## config.mk

```make
export PLATFORM = sky130hd
export DESIGN_NAME = mult_div_unit
export DESIGN_NICKNAME = d
export VERILOG_FILES = /design/src/rtl/mult_div_unit.sv
export SDC_FILE = /design/constraint.sdc
export NUM_CORES = 1
export LEC_CHECK = 0
export ABC_AREA = 0
export ABC_CLOCK_PERIOD_IN_PS = 12100
export BUFFER_PORTS_ARGS = -buffer_cell sky130_fd_sc_hd__buf_2
export CAP_MARGIN = 20
export CORE_ASPECT_RATIO = 1.25
export CORE_MARGIN = 5
export CORE_UTILIZATION = 40
export CTS_CLUSTER_SIZE = 8
export DETAILED_ROUTE_END_ITERATION = 16
export GPL_ROUTABILITY_DRIVEN = 0
export GPL_TIMING_DRIVEN = 0
export PLACE_DENSITY = 0.65
export SKIP_LAST_GASP = 1
export SLEW_MARGIN = 20
export SYNTH_ARGS = -nofsm -noshare
export SYNTH_HDL_FRONTEND = slang
export SYNTH_SLANG_ARGS = --single-unit
```

## constraint.sdc

```tcl
create_clock -name clk -period 12.1 [get_ports clk]
set_input_delay 0.605 -clock clk [delete_from_list [all_inputs] [get_ports clk]]
set_output_delay 0.605 -clock clk [all_outputs]
set_load 0.02 [all_outputs]
```

## src/rtl/mult_div_unit.sv

```systemverilog
// mult_div_unit: multi-cycle MULT/MULTU/DIV/DIVU engine producing {HI, LO}.
// Radix-2 shift-add multiply and restoring divide over 32 RUN cycles, then sign fix-up.
// Optional build macro MULT_DIV_FAST_MULT_EN: multiplies use a single-cycle product
// at acceptance and skip RUN. Divide timing is the same in both builds.
module mult_div_unit (
    input  logic        clk,
    input  logic        reset,
    input  logic        start,
    input  logic [5:0]  func_code,
    input  logic [31:0] operand_a,
    input  logic [31:0] operand_b,
    output logic        busy,
    output logic        done,
    output logic [63:0] result,
    output logic        div_by_zero
);

    localparam int unsigned DW = 32;
    localparam int unsigned RW = 64;
    localparam int unsigned CW = 5;

    typedef enum logic [1:0] {IDLE, RUN, SIGN, DONE} state_t;

    state_t          state;
    logic            op_div;
    logic            neg_res;
    logic            neg_rem;
    logic [DW-1:0]   a_mag_q;
    logic [DW-1:0]   b_mag_q;
    logic [CW-1:0]   cnt;
    logic [RW-1:0]   acc;

    logic            valid_fc;
    logic            is_signed;
    logic            is_div;
    logic            a_neg;
    logic            b_neg;
    logic [DW-1:0]   a_mag;
    logic [DW-1:0]   b_mag;
    logic            accept;
    logic [RW-1:0]   mul_add;
    logic [DW:0]     div_shift;
    logic [DW+1:0]   div_diff;

    // Operand decode and magnitude extraction for the request at the input.
    assign valid_fc  = (func_code[5:2] == 4'b0110);
    assign is_signed = ~func_code[0];
    assign is_div    = func_code[1];
    assign a_neg     = is_signed & operand_a[DW-1];
    assign b_neg     = is_signed & operand_b[DW-1];
    assign a_mag     = a_neg ? (~operand_a + 32'd1) : operand_a;
    assign b_mag     = b_neg ? (~operand_b + 32'd1) : operand_b;

    // A new op is taken only once the previous done pulse has retired.
    assign accept    = (state == IDLE) && start && valid_fc && !done;

    // One multiply step: partial product for multiplier bit cnt.
    assign mul_add   = b_mag_q[cnt] ? (RW'(a_mag_q) << cnt) : '0;

    // One restoring-divide step: HI holds the remainder, LO the quotient/dividend.
    assign div_shift = {acc[RW-1:DW], acc[DW-1]};
    assign div_diff  = {1'b0, div_shift} - {2'b00, b_mag_q};

    // Control FSM, datapath registers and registered outputs.
    always_ff @(posedge clk) begin
        if (reset) begin
            state       <= IDLE;
            busy        <= 1'b0;
            done        <= 1'b0;
            result      <= '0;
            div_by_zero <= 1'b0;
            op_div      <= 1'b0;
            neg_res     <= 1'b0;
            neg_rem     <= 1'b0;
            a_mag_q     <= '0;
            b_mag_q     <= '0;
            cnt         <= '0;
            acc         <= '0;
        end else begin
            done <= 1'b0;
            busy <= accept || (state != IDLE);
            case (state)
                IDLE: begin
                    if (accept) begin
                        op_div  <= is_div;
                        neg_res <= a_neg ^ b_neg;
                        neg_rem <= a_neg;
                        a_mag_q <= a_mag;
                        b_mag_q <= b_mag;
                        cnt     <= '0;
                        if (is_div && (operand_b == '0)) begin
                            result      <= {operand_a, 32'hFFFF_FFFF};
                            div_by_zero <= 1'b1;
                            state       <= DONE;
                        end else if (is_div) begin
                            acc   <= {32'd0, a_mag};
                            state <= RUN;
                        end else begin
`ifdef MULT_DIV_FAST_MULT_EN
                            acc   <= RW'(a_mag) * RW'(b_mag);
                            state <= SIGN;
`else
                            acc   <= '0;
                            state <= RUN;
`endif
                        end
                    end
                end
                RUN: begin
                    if (op_div) begin
                        if (!div_diff[DW+1]) begin
                            acc <= {div_diff[DW-1:0], acc[DW-2:0], 1'b1};
                        end else begin
                            acc <= {div_shift[DW-1:0], acc[DW-2:0], 1'b0};
                        end
                    end else begin
                        acc <= acc + mul_add;
                    end
                    cnt <= cnt + 5'd1;
                    if (cnt == 5'd31) begin
                        state <= SIGN;
                    end
                end
                SIGN: begin
                    if (op_div) begin
                        result[RW-1:DW] <= neg_rem ? (~acc[RW-1:DW] + 32'd1) : acc[RW-1:DW];
                        result[DW-1:0]  <= neg_res ? (~acc[DW-1:0] + 32'd1) : acc[DW-1:0];
                    end else begin
                        result <= neg_res ? (~acc + 64'd1) : acc;
                    end
                    div_by_zero <= 1'b0;
                    state       <= DONE;
                end
                DONE: begin
                    done  <= 1'b1;
                    state <= IDLE;
                end
                default: begin
                    state <= IDLE;
                end
            endcase
        end
    end

endmodule
```

==> run metrics <==
Tcrit/Tclk final 0.536; Slew Limit Fails 0; CTS tree done; HP Class in -> reg; CTS Sinks between 200 and 250; critical path arrival ~6.9 ns; Post-synth top cells nor2_1, nand2_1, a21oi_1, dfxtp_1, o21ai_0; num ports 140; # fillers roughly 5k; Max-slew headroom 0.316; CTS Buf Count 29; run status completed; Die Wd between 200 and 250 µm; combinational fraction of design power 0.401; Worst-path clk slew about 0.06 ns; main flop type after synthesis dfxtp_1; post-synthesis cell area 0.0193 mm²; vias in the first global route 20.2k; Clock power frac 0.272; drt first pass iters 8; Seq pwr share 0.327; DR vias 21.3k; Seq/Total Area, Yosys 0.213; Multi-input gate area ~0.014 mm²; CTS H-tree lvls 1; Critical Path End Type flop; ANT nets after route 0; final net count 2916; WP data required approximately 13 ns; Vias/cell between 6 and 7; WHS 0.372 ns; initial DRC count approximately 2.1k; area leader, netlist dfxtp_1; total core area around 0.048 mm²; WL/cell ~23 µm; Synth cell types 94; share of the synthesized area in the top cell type 0.213; Cell Pwr Density around 120 mW/mm²; Worst VDD drop roughly 100 µV; skew final ~0.033 ns; Net Sw Power approximately 1.1 mW; largest net degree at the start of global routing 14; Die Y 256 µm; Internal Power 1.53 mW; critical-path maximum fanout 10; post-route setup slack 5.62 ns; Avg Cell Area, Syn ~7.5 µm²; Max Cap Viol 0; wirelength, routed about 79000 µm; Switching Fraction 0.419; Worst-Skew Late Latency 0.55 ns; clk root buf clkbuf_16; initial antenna violation count 4; Synth-to-Final Area Change 11.7%; crit path time final 6.48 ns; async set or reset register ratio after synthesis 0; first-pass GRT wire length around 120000 µm; crit path launch type flop; # setup viols final 0; die area between 0.05 and 0.06 mm²; post-synthesis register bit count 205; Clock Tree Buf Depth 3; # hold bufs at CTS 0; FP Rows 90; Setup WS pre-CTS roughly 5.8 ns; post-CTS resize count 0; layout cells sized above 1 0.112; RSZ-0062 raised after global routing false; Synth area leaders dfxtp_1, nor2_1, ha_1; critical path class reg -> reg; fmax about 0.15 GHz; actual slew at the worst max-slew pin slightly above 1 ns; Setup Fix Bufs, Post-CTS 0; Syn Inst Count 2566; Post-Syn Nets about 2.7k; I/O Buffers ~140; synth warn 0; starting density of the core 0.401; most common cell in the netlist nor2_1; Pleak 8.28 nW; DRC 0; register area about 0.004 mm²; EDFF count, synth 0; Global Route Usage Sum 0.285; DP HPWL between 60000 and 70000 µm; gr ovfl total 0; Fin Setup TNS 0 ns; Hold Fails Final Rpt 0
==> final timing paths <==
check,start,to,slack (ns),cells after the start
worst min register to register,result[29]$_SDFFE_PP0P_,result[29]$_SDFFE_PP0P_,0.49,2
worst min-delay path,operand_b[0],b_mag_q[0]$_SDFFE_PP0P_,0.37,3
worst max-delay path,cnt[1]$_SDFFE_PP0P_,acc[53]$_SDFFE_PP0P_,5.62,19
worst max register to register,cnt[1]$_SDFFE_PP0P_,acc[53]$_SDFFE_PP0P_,5.62,19
==> power by group through the flow <==
stage / Clock (mW) / Sequential (mW) / Combinational (mW)
6_report: 0.718 / 0.865 / 1.06
5_1_grt: 0.748 / 0.868 / 1.14
4_1_cts: 0.717 / 0.861 / 1.03
3_5_place_dp: 0 / 0.874 / 1.03
3_3_place_gp: 0 / 0.871 / 1.02
2_1_floorplan: 0 / 0.877 / 0.661
==> metal layers <==
layer	track usage	share of wire
met5	0	0
met4	0.181	0.082
met3	0.0494	0.086
met2	0.478	0.47
met1	0.331	0.37
==> through the flow <==
step	util	cell area, µm²	cells	total power, mW
2_1_floorplan	-	19300	2566	1.54
3_3_place_gp	0.433	20800	3349	1.89
3_5_place_dp	0.433	20800	3349	1.90
4_1_cts	0.448	21600	3380	2.61
5_1_grt	0.448	21600	3384	2.75
6_report	0.449	21600	3385	2.64
==> area by class of cell <==
cell class | instances | share of cell area
multi-input combinational | 2101 | 0.658
sequential | 205 | 0.190
tap | 644 | 0.0374
clock buffer | 31 | 0.0345
timing repair buffer | 139 | 0.0323
buffer | 174 | 0.0321
inverter | 86 | 0.0150
antenna | 5 | 0.000580
==> kinds of logic (layout without fill, tap and decap cells) <==
| family | count (synthesis) | in the layout | synth area share |
|---|---|---|---|
| adders and majority gates | 107 | 107 | 0.0701 |
| muxes | 131 | 131 | 0.0911 |
| DFF | 205 | 205 | 0.213 |
| and+or+nand+nor | 876 | 876 | 0.213 |
| AOI/OAI and AO/OA | 793 | 793 | 0.273 |
| other | 0 | 5 | 0 |
| xor gates and xnor gates | 194 | 194 | 0.0880 |
| buffers and inverters | 260 | 430 | 0.0526 |
==> placed cells by master, fill, tap and decap left out, types with 11 or more instances in the layout <==
cell / Yosys / final
nor4_1: 15 / 15
dfxtp_1: 205 / 205
a221oi_1: 11 / 11
xnor2_1: 105 / 105
a22oi_1: 26 / 26
a21o_1: 43 / 43
a211oi_1: 115 / 115
nor3_1: 73 / 72
nor2_1: 363 / 363
clkbuf_1: 141 / 142
nor2b_1: 21 / 21
or3_1: 19 / 19
nand2b_1: 21 / 21
ha_1: 105 / 105
o41ai_1: 13 / 13
o211ai_1: 18 / 18
o31ai_1: 16 / 16
o21ai_1: 16 / 16
and3_1: 17 / 17
nand3_1: 38 / 38
and2_1: 15 / 15
mux2_2: 27 / 27
o21bai_1: 22 / 22
buf_2: 23 / 162
a21oi_1: 212 / 212
clkbuf_16: 0 / 29
a31oi_1: 22 / 22
inv_1: 86 / 86
o21a_1: 13 / 13
o21ai_0: 151 / 151
xor2_1: 89 / 89
nand2_1: 217 / 217
nand4_1: 20 / 20
mux4_2: 33 / 33
mux2i_1: 71 / 71
a311oi_1: 38 / 38
==> flip-flops by register name, indices dropped and copies added, names as in the netlist <==
| signal | cells |
|---|---|
| result | 64 |
| acc | 64 |
| done | 1 |
| a_mag_q | 32 |
| busy | 1 |
| div_by_zero | 1 |
| cnt | 5 |
| op_div | 1 |
| b_mag_q | 32 |
| neg_res | 1 |
| neg_rem | 1 |
| state | 2 |
==> worst max-delay path: stages, from the launching register on <==
cell and delay, ns:
dfxtp_1 0.34, clkbuf_1 0.39, buf_1 0.62, mux4_2 0.42, mux4_2 0.56, nand2_1 0.28
and2_0 0.26, clkbuf_1 0.36, nor2_1 0.12, ha_1 0.42, nand2_1 0.14, nor3_1 0.28
nand3_1 0.15, a2111oi_0 0.52, nor3_1 0.18, a21oi_1 0.46, a31o_2 0.28, a31oi_2 0.18
xnor2_1 0.27, o211ai_1 0.12
Power figures use the tool's default switching activity.
